--- src/rtl/surfturf_wb_fanout_if.sv ---
// Bus bundle for the SURF/TURF Wishbone fanout: upstream target, core port, slot ports and diagnostics.
// slave = the fanout's view; master = the surrounding system (upstream initiator plus downstream targets).
interface surfturf_wb_fanout_if #(
  parameter int ADR_W      = 12,
  parameter int SLOT_ADR_W = 6,
  parameter int NUM_SLOTS  = 8,
  parameter int DAT_W      = 32,
  parameter int CNT_W      = 16
);
  localparam int SEL_W = DAT_W / 8;

  logic                        wb_cyc_i;
  logic                        wb_stb_i;
  logic                        wb_we_i;
  logic [ADR_W-1:0]            wb_adr_i;
  logic [DAT_W-1:0]            wb_dat_i;
  logic [SEL_W-1:0]            wb_sel_i;
  logic                        wb_ack_o;
  logic                        wb_err_o;
  logic                        wb_rty_o;
  logic [DAT_W-1:0]            wb_dat_o;

  logic                        core_cyc_o;
  logic                        core_stb_o;
  logic                        core_we_o;
  logic [ADR_W-2:0]            core_adr_o;
  logic [DAT_W-1:0]            core_dat_o;
  logic [SEL_W-1:0]            core_sel_o;
  logic                        core_ack_i;
  logic [DAT_W-1:0]            core_dat_i;

  logic [NUM_SLOTS-1:0]            slot_cyc_o;
  logic [NUM_SLOTS-1:0]            slot_stb_o;
  logic [NUM_SLOTS-1:0]            slot_we_o;
  logic [NUM_SLOTS*SLOT_ADR_W-1:0] slot_adr_o;
  logic [NUM_SLOTS*DAT_W-1:0]      slot_dat_o;
  logic [NUM_SLOTS*SEL_W-1:0]      slot_sel_o;
  logic [NUM_SLOTS-1:0]            slot_ack_i;
  logic [NUM_SLOTS*DAT_W-1:0]      slot_dat_i;
  logic [NUM_SLOTS-1:0]            slot_en_i;

  logic [CNT_W-1:0]            timeout_cnt_o;
  logic [CNT_W-1:0]            err_cnt_o;
  logic [7:0]                  last_err_slot_o;
  logic                        busy_o;

  modport slave (
    input  wb_cyc_i, wb_stb_i, wb_we_i, wb_adr_i, wb_dat_i, wb_sel_i,
    output wb_ack_o, wb_err_o, wb_rty_o, wb_dat_o,
    output core_cyc_o, core_stb_o, core_we_o, core_adr_o, core_dat_o, core_sel_o,
    input  core_ack_i, core_dat_i,
    output slot_cyc_o, slot_stb_o, slot_we_o, slot_adr_o, slot_dat_o, slot_sel_o,
    input  slot_ack_i, slot_dat_i, slot_en_i,
    output timeout_cnt_o, err_cnt_o, last_err_slot_o, busy_o
  );

  modport master (
    output wb_cyc_i, wb_stb_i, wb_we_i, wb_adr_i, wb_dat_i, wb_sel_i,
    input  wb_ack_o, wb_err_o, wb_rty_o, wb_dat_o,
    input  core_cyc_o, core_stb_o, core_we_o, core_adr_o, core_dat_o, core_sel_o,
    output core_ack_i, core_dat_i,
    input  slot_cyc_o, slot_stb_o, slot_we_o, slot_adr_o, slot_dat_o, slot_sel_o,
    output slot_ack_i, slot_dat_i, slot_en_i,
    input  timeout_cnt_o, err_cnt_o, last_err_slot_o, busy_o
  );
endinterface

--- src/rtl/surfturf_wb_fanout.sv ---
// Registered Wishbone fanout: upstream target -> core port + NUM_SLOTS slot ports; 3-cycle round trip with a zero-wait slave.
// Upstream is held off (no ack) while a target is busy; timeouts and bad targets end in a one-cycle err.
module surfturf_wb_fanout #(
  parameter int ADR_W      = 12,
  parameter int SLOT_ADR_W = 6,
  parameter int NUM_SLOTS  = 8,
  parameter int DAT_W      = 32,
  parameter int TIMEOUT    = 255,
  parameter int CNT_W      = 16
) (
  input  logic wb_clk_i,
  input  logic wb_rst_n_i,
  surfturf_wb_fanout_if.slave bus
);
  localparam int SEL_W = DAT_W / 8;
  localparam int IDX_W = ADR_W - 1 - SLOT_ADR_W;
  localparam int TMR_W = 16;

  typedef enum logic [1:0] {IDLE, ACTIVE, RESP} state_t;
  state_t state, state_nxt;

  logic [ADR_W-2:0] adr_q;
  logic [DAT_W-1:0] dat_q;
  logic [SEL_W-1:0] sel_q;
  logic             we_q;
  logic             tgt_core_q;
  logic [IDX_W-1:0] tgt_idx_q;
  logic [TMR_W-1:0] tmr_q;
  logic             resp_err_q;
  logic [DAT_W-1:0] resp_dat_q;
  logic [CNT_W-1:0] tmo_cnt_q;
  logic [CNT_W-1:0] err_cnt_q;
  logic [7:0]       last_err_q;

  logic             req, dec_core, dec_ok;
  logic [IDX_W-1:0] dec_idx;
  logic             sel_ack;
  logic [DAT_W-1:0] sel_dat;
  logic             go_active, go_bad, done_ack, done_tmo;
  logic             active;
  logic [NUM_SLOTS-1:0] slot_hit;

  // Slot indices beyond NUM_SLOTS never match, so they fall out as bad targets.
  always_comb begin
    req      = bus.wb_cyc_i & bus.wb_stb_i;
    dec_core = bus.wb_adr_i[ADR_W-1];
    dec_idx  = bus.wb_adr_i[SLOT_ADR_W +: IDX_W];
    dec_ok   = dec_core;
    for (int i = 0; i < NUM_SLOTS; i++) begin
      if (dec_idx == IDX_W'(i) && bus.slot_en_i[i]) dec_ok = 1'b1;
    end
  end

  always_comb begin
    sel_ack = tgt_core_q & bus.core_ack_i;
    sel_dat = bus.core_dat_i;
    for (int i = 0; i < NUM_SLOTS; i++) begin
      if (!tgt_core_q && tgt_idx_q == IDX_W'(i)) begin
        sel_ack = bus.slot_ack_i[i];
        sel_dat = bus.slot_dat_i[i*DAT_W +: DAT_W];
      end
    end
  end

  always_ff @(posedge wb_clk_i or negedge wb_rst_n_i) begin
    if (!wb_rst_n_i) state <= IDLE;
    else             state <= state_nxt;
  end

  // Abort beats ack, and ack beats a timeout landing on the same edge.
  always_comb begin
    state_nxt = state;
    go_active = 1'b0;
    go_bad    = 1'b0;
    done_ack  = 1'b0;
    done_tmo  = 1'b0;
    case (state)
      IDLE: begin
        if (req) begin
          if (dec_ok) begin
            state_nxt = ACTIVE;
            go_active = 1'b1;
          end else begin
            state_nxt = RESP;
            go_bad    = 1'b1;
          end
        end
      end
      ACTIVE: begin
        if (!bus.wb_cyc_i) begin
          state_nxt = IDLE;
        end else if (sel_ack) begin
          state_nxt = RESP;
          done_ack  = 1'b1;
        end else if (tmr_q == TMR_W'(TIMEOUT - 1)) begin
          state_nxt = RESP;
          done_tmo  = 1'b1;
        end
      end
      RESP:    state_nxt = IDLE;
      default: state_nxt = IDLE;
    endcase
  end

  always_ff @(posedge wb_clk_i or negedge wb_rst_n_i) begin
    if (!wb_rst_n_i) begin
      adr_q      <= '0;
      dat_q      <= '0;
      sel_q      <= '0;
      we_q       <= 1'b0;
      tgt_core_q <= 1'b0;
      tgt_idx_q  <= '0;
      tmr_q      <= '0;
      resp_err_q <= 1'b0;
      resp_dat_q <= '0;
      tmo_cnt_q  <= '0;
      err_cnt_q  <= '0;
      last_err_q <= '0;
    end else begin
      if (go_active | go_bad) begin
        adr_q      <= bus.wb_adr_i[ADR_W-2:0];
        dat_q      <= bus.wb_dat_i;
        sel_q      <= bus.wb_sel_i;
        we_q       <= bus.wb_we_i;
        tgt_core_q <= dec_core;
        tgt_idx_q  <= dec_idx;
      end
      tmr_q <= (state == ACTIVE) ? tmr_q + 1'b1 : '0;
      if (go_bad | done_tmo) begin
        resp_err_q <= 1'b1;
        resp_dat_q <= '0;
        if (err_cnt_q != '1) err_cnt_q <= err_cnt_q + 1'b1;
        last_err_q <= go_bad ? 8'(dec_idx) : (tgt_core_q ? 8'hFF : 8'(tgt_idx_q));
      end else if (done_ack) begin
        resp_err_q <= 1'b0;
        resp_dat_q <= we_q ? '0 : sel_dat;
      end
      if (done_tmo && tmo_cnt_q != '1) tmo_cnt_q <= tmo_cnt_q + 1'b1;
    end
  end

  assign active = (state == ACTIVE);

  always_comb begin
    slot_hit = '0;
    for (int i = 0; i < NUM_SLOTS; i++) begin
      slot_hit[i] = active & ~tgt_core_q & (tgt_idx_q == IDX_W'(i));
    end
  end

  assign bus.wb_ack_o = (state == RESP) & ~resp_err_q;
  assign bus.wb_err_o = (state == RESP) &  resp_err_q;
  assign bus.wb_rty_o = 1'b0;
  assign bus.wb_dat_o = (state == RESP) ? resp_dat_q : '0;

  assign bus.core_cyc_o = active & tgt_core_q;
  assign bus.core_stb_o = active & tgt_core_q;
  assign bus.core_we_o  = we_q;
  assign bus.core_adr_o = adr_q;
  assign bus.core_dat_o = dat_q;
  assign bus.core_sel_o = sel_q;

  assign bus.slot_cyc_o = slot_hit;
  assign bus.slot_stb_o = slot_hit;
  assign bus.slot_we_o  = {NUM_SLOTS{we_q}};
  assign bus.slot_adr_o = {NUM_SLOTS{adr_q[SLOT_ADR_W-1:0]}};
  assign bus.slot_dat_o = {NUM_SLOTS{dat_q}};
  assign bus.slot_sel_o = {NUM_SLOTS{sel_q}};

  assign bus.timeout_cnt_o   = tmo_cnt_q;
  assign bus.err_cnt_o       = err_cnt_q;
  assign bus.last_err_slot_o = last_err_q;
  assign bus.busy_o          = (state != IDLE);
endmodule
--- src/flat_wrapper.sv ---
// flat-port wrapper written by rule: the top's interface ports become plain ports
module surfturf_wb_fanout_flat 
#(
  parameter int ADR_W      = 12,
  parameter int SLOT_ADR_W = 6,
  parameter int NUM_SLOTS  = 8,
  parameter int DAT_W      = 32,
  parameter int TIMEOUT    = 255,
  parameter int CNT_W      = 16
)
  (wb_clk_i, wb_rst_n_i, bus_wb_cyc_i, bus_wb_stb_i, bus_wb_we_i, bus_wb_adr_i, bus_wb_dat_i, bus_wb_sel_i, bus_wb_ack_o, bus_wb_err_o, bus_wb_rty_o, bus_wb_dat_o, bus_core_cyc_o, bus_core_stb_o, bus_core_we_o, bus_core_adr_o, bus_core_dat_o, bus_core_sel_o, bus_core_ack_i, bus_core_dat_i, bus_slot_cyc_o, bus_slot_stb_o, bus_slot_we_o, bus_slot_adr_o, bus_slot_dat_o, bus_slot_sel_o, bus_slot_ack_i, bus_slot_dat_i, bus_slot_en_i, bus_timeout_cnt_o, bus_err_cnt_o, bus_last_err_slot_o, bus_busy_o);
  surfturf_wb_fanout_if #(.ADR_W(ADR_W), .SLOT_ADR_W(SLOT_ADR_W), .NUM_SLOTS(NUM_SLOTS), .DAT_W(DAT_W), .CNT_W(CNT_W)) bus_i ();
  input  logic wb_clk_i;
  input  logic wb_rst_n_i;
  input wire logic [$bits(bus_i.wb_cyc_i)-1:0] bus_wb_cyc_i;
  input wire logic [$bits(bus_i.wb_stb_i)-1:0] bus_wb_stb_i;
  input wire logic [$bits(bus_i.wb_we_i)-1:0] bus_wb_we_i;
  input wire logic [$bits(bus_i.wb_adr_i)-1:0] bus_wb_adr_i;
  input wire logic [$bits(bus_i.wb_dat_i)-1:0] bus_wb_dat_i;
  input wire logic [$bits(bus_i.wb_sel_i)-1:0] bus_wb_sel_i;
  output wire logic [$bits(bus_i.wb_ack_o)-1:0] bus_wb_ack_o;
  output wire logic [$bits(bus_i.wb_err_o)-1:0] bus_wb_err_o;
  output wire logic [$bits(bus_i.wb_rty_o)-1:0] bus_wb_rty_o;
  output wire logic [$bits(bus_i.wb_dat_o)-1:0] bus_wb_dat_o;
  output wire logic [$bits(bus_i.core_cyc_o)-1:0] bus_core_cyc_o;
  output wire logic [$bits(bus_i.core_stb_o)-1:0] bus_core_stb_o;
  output wire logic [$bits(bus_i.core_we_o)-1:0] bus_core_we_o;
  output wire logic [$bits(bus_i.core_adr_o)-1:0] bus_core_adr_o;
  output wire logic [$bits(bus_i.core_dat_o)-1:0] bus_core_dat_o;
  output wire logic [$bits(bus_i.core_sel_o)-1:0] bus_core_sel_o;
  input wire logic [$bits(bus_i.core_ack_i)-1:0] bus_core_ack_i;
  input wire logic [$bits(bus_i.core_dat_i)-1:0] bus_core_dat_i;
  output wire logic [$bits(bus_i.slot_cyc_o)-1:0] bus_slot_cyc_o;
  output wire logic [$bits(bus_i.slot_stb_o)-1:0] bus_slot_stb_o;
  output wire logic [$bits(bus_i.slot_we_o)-1:0] bus_slot_we_o;
  output wire logic [$bits(bus_i.slot_adr_o)-1:0] bus_slot_adr_o;
  output wire logic [$bits(bus_i.slot_dat_o)-1:0] bus_slot_dat_o;
  output wire logic [$bits(bus_i.slot_sel_o)-1:0] bus_slot_sel_o;
  input wire logic [$bits(bus_i.slot_ack_i)-1:0] bus_slot_ack_i;
  input wire logic [$bits(bus_i.slot_dat_i)-1:0] bus_slot_dat_i;
  input wire logic [$bits(bus_i.slot_en_i)-1:0] bus_slot_en_i;
  output wire logic [$bits(bus_i.timeout_cnt_o)-1:0] bus_timeout_cnt_o;
  output wire logic [$bits(bus_i.err_cnt_o)-1:0] bus_err_cnt_o;
  output wire logic [$bits(bus_i.last_err_slot_o)-1:0] bus_last_err_slot_o;
  output wire logic [$bits(bus_i.busy_o)-1:0] bus_busy_o;
  assign bus_i.wb_cyc_i = bus_wb_cyc_i;
  assign bus_i.wb_stb_i = bus_wb_stb_i;
  assign bus_i.wb_we_i = bus_wb_we_i;
  assign bus_i.wb_adr_i = bus_wb_adr_i;
  assign bus_i.wb_dat_i = bus_wb_dat_i;
  assign bus_i.wb_sel_i = bus_wb_sel_i;
  assign bus_wb_ack_o = bus_i.wb_ack_o;
  assign bus_wb_err_o = bus_i.wb_err_o;
  assign bus_wb_rty_o = bus_i.wb_rty_o;
  assign bus_wb_dat_o = bus_i.wb_dat_o;
  assign bus_core_cyc_o = bus_i.core_cyc_o;
  assign bus_core_stb_o = bus_i.core_stb_o;
  assign bus_core_we_o = bus_i.core_we_o;
  assign bus_core_adr_o = bus_i.core_adr_o;
  assign bus_core_dat_o = bus_i.core_dat_o;
  assign bus_core_sel_o = bus_i.core_sel_o;
  assign bus_i.core_ack_i = bus_core_ack_i;
  assign bus_i.core_dat_i = bus_core_dat_i;
  assign bus_slot_cyc_o = bus_i.slot_cyc_o;
  assign bus_slot_stb_o = bus_i.slot_stb_o;
  assign bus_slot_we_o = bus_i.slot_we_o;
  assign bus_slot_adr_o = bus_i.slot_adr_o;
  assign bus_slot_dat_o = bus_i.slot_dat_o;
  assign bus_slot_sel_o = bus_i.slot_sel_o;
  assign bus_i.slot_ack_i = bus_slot_ack_i;
  assign bus_i.slot_dat_i = bus_slot_dat_i;
  assign bus_i.slot_en_i = bus_slot_en_i;
  assign bus_timeout_cnt_o = bus_i.timeout_cnt_o;
  assign bus_err_cnt_o = bus_i.err_cnt_o;
  assign bus_last_err_slot_o = bus_i.last_err_slot_o;
  assign bus_busy_o = bus_i.busy_o;
  surfturf_wb_fanout #(.ADR_W(ADR_W), .SLOT_ADR_W(SLOT_ADR_W), .NUM_SLOTS(NUM_SLOTS), .DAT_W(DAT_W), .TIMEOUT(TIMEOUT), .CNT_W(CNT_W)) u_core (.wb_clk_i(wb_clk_i), .wb_rst_n_i(wb_rst_n_i), .bus(bus_i));
endmodule
--- config.mk ---
export PLATFORM = sky130hd
export DESIGN_NAME = surfturf_wb_fanout_flat
export DESIGN_NICKNAME = d
export VERILOG_FILES = /design/src/rtl/surfturf_wb_fanout_if.sv /design/src/rtl/surfturf_wb_fanout.sv /design/src/flat_wrapper.sv
export SDC_FILE = /design/constraint.sdc
export NUM_CORES = 1
export LEC_CHECK = 0
export ABC_AREA = 1
export ABC_CLOCK_PERIOD_IN_PS = 1960
export CAP_MARGIN = 20
export CORE_AREA = 2 2 331 333
export CTS_CLUSTER_SIZE = 25
export DETAILED_ROUTE_END_ITERATION = 12
export DIE_AREA = 0 0 333 335
export PLACE_DENSITY = 0.37
export SLEW_MARGIN = 30
export SYNTH_ARGS = -nofsm -noshare
export SYNTH_HDL_FRONTEND = slang
export SYNTH_SLANG_ARGS = --single-unit
--- constraint.sdc ---
create_clock -name wb_clk_i -period 1.96 [get_ports wb_clk_i]
set_input_delay 0.196 -clock wb_clk_i [delete_from_list [all_inputs] [get_ports wb_clk_i]]
set_output_delay 0.196 -clock wb_clk_i [all_outputs]
set_load 0.01 [all_outputs]
### Yosys cells after proc, flatten, opt, wreduce, memory -nomap -nowiden

Index checks and enable logic that the tools add are counted.

| operators by class | value |
|---|---|
| shifts and indexed selects | 0 |
| $lt $le $gt $ge | 0 |
| reduce and logical (&&, ||, !) cells | 25 |
| bitwise logic cells | 18 |
| multipliers | 0 |
| equality and inequality tests | 21 |
| divide/modulo/power cells | 0 |
| add/subtract/negate cells | 3 |
| muxes and demuxes | 52 |

Operators by type and width:

| kind | number |
|---|---|
| $mux W32 | 12 |
| $add A16 B1 Y16 const B | 3 |
| $eq A5 B3 Y1 const B | 8 |
| $ne A16 B16 Y1 const B | 2 |
| $mux W1 | 31 |
| $eq A5 B2 Y1 const B | 4 |
| $logic_and A1 B1 Y1 | 17 |
| $eq A16 B8 Y1 const B | 1 |
| $mux W16 | 1 |
| $mux W8 | 2 |
| $and A1 B1 Y1 | 14 |
| $eq A5 B1 Y1 const B | 2 |
| $logic_not A5 Y1 | 2 |
| $mux W2 | 5 |
| $ne A4 B3 Y1 const B | 1 |
| $pmux W2 S2 | 1 |
| $reduce_and A2 Y1 | 2 |
| $reduce_bool A2 Y1 | 2 |
| $eq A2 B1 Y1 const B | 1 |
| $eq A2 B2 Y1 const B | 1 |
| $logic_not A2 Y1 | 1 |
| $ne A2 B1 Y1 const B | 1 |
| $not A1 Y1 | 2 |
| $or A1 B1 Y1 | 2 |
| $logic_not A1 Y1 | 1 |

| storage, ports and cells | value |
|---|---|
| bits in writable memories | 0 |
| bits in latches | 0 |
| flip-flop bits (word level) | 145 |
| word-level logic and storage cells | 132 |
| bits in read-only memories | 0 |
| memories | 0 |

### Longest topological paths before layout

| depth | value |
|---|---|
| depth after elaboration | 15 |
| depth in mapped cells | 16 |
| depth with buffers taken out | 14 |

### Worst setup path after synthesis

OpenSTA, ideal clock, no wires.

| timing | value |
|---|---|
| kind | flip-flop to flip-flop |
| start | register u_core.err_cnt_q[0] (netlist: u_core.bus.err_cnt_o[0]) |
| end | register u_core.err_cnt_q[3] (netlist: u_core.bus.err_cnt_o[3]) |
| required time | 1,843 ps |
| stages on the path, launching flop included | 12 |
| clock period less this slack | 2,008 ps |
| path slack | -48 ps |
| arrival time | 1,891 ps |
| path through | dfrtp_1 ha_1 nand3_1 nor3_1 nand2_1 nor3_1 nand2_1 nand2_2 inv_1 buf_2 nand2_1 nand2_1 |

| on the way | value |
|---|---|
| cells in the longest elaborated chain, start to end | 2 |
| elaborated cells on any way between the ends | 3 |
| classes of those cells | add/sub: 1; eq/ne: 1; reduce/logical: 1 |

RTL lines:

| element | line | RTL |
|---|---|---|
| from (decl) | surfturf_wb_fanout.sv:32 | `logic [CNT_W-1:0] err_cnt_q;` |
| from (signal assigned) | surfturf_wb_fanout.sv:132 | `if (err_cnt_q != '1) err_cnt_q <= err_cnt_q + 1'b1;` |
| parallel branches: the longest is 2 deep, another holds $add A16 B1 Y16 | - |  |

Several ways; the timed one is not identified.
A chain may end at the register's enable or synchronous reset.

### Worst setup path in the final report

| timing | value |
|---|---|
| start | register u_core.tgt_core_q |
| end | register u_core.resp_dat_q[8] |

| on the way | value |
|---|---|
| cells in the longest elaborated chain, start to end | 15 |
| elaborated cells on any way between the ends | 37 |
| classes of those cells | mux: 25; bitwise: 2; reduce/logical: 10 |

RTL lines:

| element | line | RTL |
|---|---|---|
| from (decl) | surfturf_wb_fanout.sv:26 | `logic tgt_core_q;` |
| from (signal assigned) | surfturf_wb_fanout.sv:125 | `tgt_core_q <= dec_core;` |
| $logic_not A1 Y1 | surfturf_wb_fanout.sv:58 | `if (!tgt_core_q && tgt_idx_q == IDX_W'(i)) begin` |
| $logic_and A1 B1 Y1 | surfturf_wb_fanout.sv:58 |  |
| $mux W1 (8 in a row) | surfturf_wb_fanout.sv:58 |  |
| $mux W1 | surfturf_wb_fanout.sv:92 | `end else if (sel_ack) begin` |
| $mux W1 | surfturf_wb_fanout.sv:90 | `if (!bus.wb_cyc_i) begin` |
| $mux W1 | surfturf_wb_fanout.sv:77 | `case (state)` |
| $or A1 B1 Y1 | surfturf_wb_fanout.sv:129 | `if (go_bad \| done_tmo) begin` |
| $mux W32 or $reduce_bool A2 Y1 (tied branches) | - |  |
| to (signal assigned) | surfturf_wb_fanout.sv:136 | `resp_dat_q <= we_q ? '0 : sel_dat;` |
| to (decl) | surfturf_wb_fanout.sv:30 | `logic [DAT_W-1:0] resp_dat_q;` |

Parallel ways exist; a longest one is shown, timed or not. The select of a mux whose other input is x is not followed.

==> impl_metrics.env <==
export IMPL_status="finished, violations left"
export IMPL_violations="negative setup slack"
export IMPL_maxSlewViolCount=0
export IMPL_post_route_min_period_ps=2312
export IMPL_cts_root_buffer="clkbuf_16"
export IMPL_drive_gt1_share_pct=24.14
export IMPL_setup_viol=88
export IMPL_cp_arrival_ps=2690
export IMPL_vias=13860
export IMPL_synthFlopType="dfrtp_1"
export IMPL_gp_congestion=0.8351
export IMPL_dp_hpwl_um=64500
export IMPL_cts_buffers_inserted=17
export IMPL_synth_largest_area_cell="dfrtp_1"
export IMPL_worstSetupPathType="register to register"
export IMPL_hold_viol=0
export IMPL_final_nets=2814
export IMPL_syn_area_sq_um=12230
export IMPL_first_pass_iters=7
export IMPL_ys_async_sr_fraction_pct=100.0
export IMPL_drv_cap=0
export IMPL_required_ps=2340
export IMPL_pin_count=844
export IMPL_cpMostUsedCell="nand2_1"
export IMPL_synth_top_area_share_pct=28.24
export IMPL_syn_to_final_growth_pct=90.41
export IMPL_grt_max_degree=43
export IMPL_p_per_area_nw_per_um2=737.8
export IMPL_path_cells="nor3_4 -> buf_4 -> buf_4 -> nand2_2 -> buf_12 -> nand2_1 -> nand3_1 -> nand2_1 -> nand3_2 -> o211ai_1 -> nand2_1 -> nand2_1 -> nand2_2 -> nand3b_1 -> nand2_1"
export IMPL_die_h_um=335
export IMPL_grt_antenna_before_repair=37
export IMPL_track_usage_pct=13.40
export IMPL_fin_util_pct=21.54
export IMPL_startpoint_type="register"
export IMPL_syn_inst=1766
export IMPL_slowest_delay_ps=450
export IMPL_crit_path_top_delay_cell="dfrtp_2"
export IMPL_grt_pass1_wl_um=106400
export IMPL_ys_ff_latch=138
export IMPL_dp_slack_ps=-497.8
export IMPL_ant_nets=0
export IMPL_fin_crit_sh_pct=117.9
export IMPL_clkLatencyLatePin_ps=490
export IMPL_syn_mean_instance_area_sq_um=6.923
export IMPL_ys_warn_count=0
export IMPL_fill_cells=12090
export IMPL_clockBufferDepth=2
export IMPL_globalRoute_totalOverflow=0
export IMPL_rsz0062_at_grt="true"
export IMPL_cts_htree_levels=4
export IMPL_grt_pass1_vias=14080
export IMPL_synth_nets=2128
export IMPL_clkSinkCount=138
export IMPL_drcViolationCount=0
export IMPL_cp_top_family="simple AND/OR/NAND/NOR gates"
export IMPL_worst_pin_slew_ps=542.3
export IMPL_setup_slack_ps=-351.7
export IMPL_row_count=121
export IMPL_synth_seq_area_share_pct=28.24
export IMPL_dieWidth_um=333
export IMPL_initial_core_util_pct=11.31
export IMPL_crit_path_max_fanout=11
export IMPL_ir_drop_uv=655.4
export IMPL_synth_cell_type_count=39
export IMPL_port_buffers=842
export IMPL_leakagePower_uw=0.009661
export IMPL_drt_total_wl_um=77500
export IMPL_cp_end_kind="register"
export IMPL_viasPerCell=3.566
export IMPL_skew_ps=12.75
export IMPL_cts_tree="built"
export IMPL_hold_class="input port to async pin"
export IMPL_worstPathBufferInverterCount=3
export IMPL_post_drt_wl_per_cell_um=19.95
export IMPL_synth_edf_count=0
export IMPL_clkTransAtPathRegs_ps=70
export IMPL_max_freq_ghz=0.4326
export IMPL_relSlewSlack_pct=63.84
export IMPL_dieArea_sq_um=111600
export IMPL_core_area_sq_um=108100
export IMPL_drt_iter0_markers=752
export IMPL_yosys_top_cells_area="dfrtp_1, buf_4, nand2_1, nor2_1, nand3_1"
[repair_timing]
item / in CTS / in global routing
pin swaps: 35 / 48
gates cloned: 4 / 7
buffers inserted: 33 / 16
resized for setup: 306 / 187
endpoints found under the hold margin: 33 / 0
hold buffers: 1 / 0
endpoints found under the setup margin: 278 / 153
[layout by cell type (no fill, tap or decap), types with 5 or more instances in the layout]
master	count
a21oi_1	83
buf_12	30
buf_4	174
buf_6	62
buf_8	6
clkbuf_16	24
clkbuf_2	28
clkdlybuf4s50_1	782
dfrtp_1	106
dfrtp_2	32
diode_2	6
dlygate4sd2_1	8
inv_1	84
inv_2	10
inv_6	7
mux2_2	42
nand2_1	296
nand2_2	77
nand2_4	5
nand3_1	137
nand3_2	20
nand3b_1	29
nand4_1	14
nor2_1	182
nor2_2	11
nor2_4	24
nor3_1	18
nor4_1	6
o211ai_1	31
o21ai_0	55
xnor2_1	7
xor2_1	16
[path summary, 6_finish.rpt]
| path | startpoint | end | slack [ps] | depth (start not counted) |
|---|---|---|---|---|
| max in group asynchronous | wb_rst_n_i | u_core.bus.err_cnt_o[10] | 1080 | 3 |
| max | u_core.tgt_core_q | u_core.resp_dat_q[8] | -350 | 15 |
| max reg2reg | u_core.tgt_core_q | u_core.resp_dat_q[8] | -350 | 15 |
| min reg2reg | u_core.bus.last_err_slot_o[4] | u_core.bus.last_err_slot_o[4] | 480 | 2 |
| min | wb_rst_n_i | u_core.resp_dat_q[8] | 200 | 2 |
| min in group wb_clk_i | bus_wb_we_i | u_core.bus.core_we_o | 300 | 3 |
[synthesized netlist by cell type (2+ instances only)]
cell type / count
a21oi_1: 84
buf_1: 12
buf_2: 15
buf_4: 358
buf_6: 5
clkbuf_1: 48
dfrtp_1: 138
ha_1: 4
inv_1: 92
inv_2: 8
mux2_2: 42
nand2_1: 377
nand2_2: 3
nand2_4: 2
nand3_1: 159
nand3b_1: 29
nand4_1: 14
nor2_1: 214
nor2_2: 2
nor3_1: 22
nor3_2: 2
nor3b_1: 2
nor4_1: 6
o211ai_1: 31
o21ai_0: 60
or2_2: 2
xnor2_1: 7
xor2_1: 17
[metrics by stage]
step	hold WS, ps	setup TNS (ps)	std cells	area [sq um]	power [uW]
6_report	199.3	-21330	3885	23280	17180
5_1_grt	215.1	-36120	3880	23270	18230
4_1_cts	186.1	-31620	3860	22710	17380
3_5_place_dp	178.3	-31750	3792	21280	13500
3_3_place_gp	165.0	-32190	3792	21280	13530
2_1_floorplan	-99.59	0	1766	12240	8922
[where the power goes]
group	total, uW	switching, uW	internal [uW]
clock network	3290	1620	1670
registers	4180	899	3280
logic	9710	4180	5540
[cells by family after synthesis]
group	after synthesis	share of synthesized area (%)
buf+inv	539	28.00
xor+xnor	24	1.719
flops	138	28.24
other cells	1	0.03067
simple gates	838	29.62
compound gates	180	8.115
fa+ha+maj	4	0.4093
mux	42	3.868
[state kept, by name (all words and copies together), names as in the netlist, 4 cells and up]
register and flops:
u_core.bus.timeout_cnt_o 16, u_core.bus.core_dat_o 32, u_core.bus.core_sel_o 4, u_core.tgt_idx_q 4, u_core.bus.core_adr_o 7, u_core.bus.last_err_slot_o 6, u_core.bus.err_cnt_o 16, u_core.resp_dat_q 32
u_core.tmr_q 16
[layer usage]
metal | global-route usage, % | routed length [um] | up-vias | part of all wire [%]
li1 | - | - | 6714 | -
met1 | 15.20 | 30940 | 6486 | 40
met2 | 23.74 | 38310 | 540 | 49
met3 | 5.349 | 7123 | 79 | 9.2
met4 | 2.388 | 885 | 36 | 1.1
met5 | 0 | 241 | - | 0.31
[final cells by class]
cell class | instances | area (sq um) | area share [%]
clock buffers | 18 | 429.2 | 1.843
diodes | 6 | 15.01 | 0.06449
inverters | 101 | 409.1 | 1.757
well taps | 1414 | 1769 | 7.599
multi-input cells | 1089 | 6007 | 25.80
repair buffers | 1105 | 11030 | 47.37
flip-flops and latches | 138 | 3493 | 15.01
clock inverters | 14 | 130.1 | 0.5589
(Power assumes the default switching activity.)
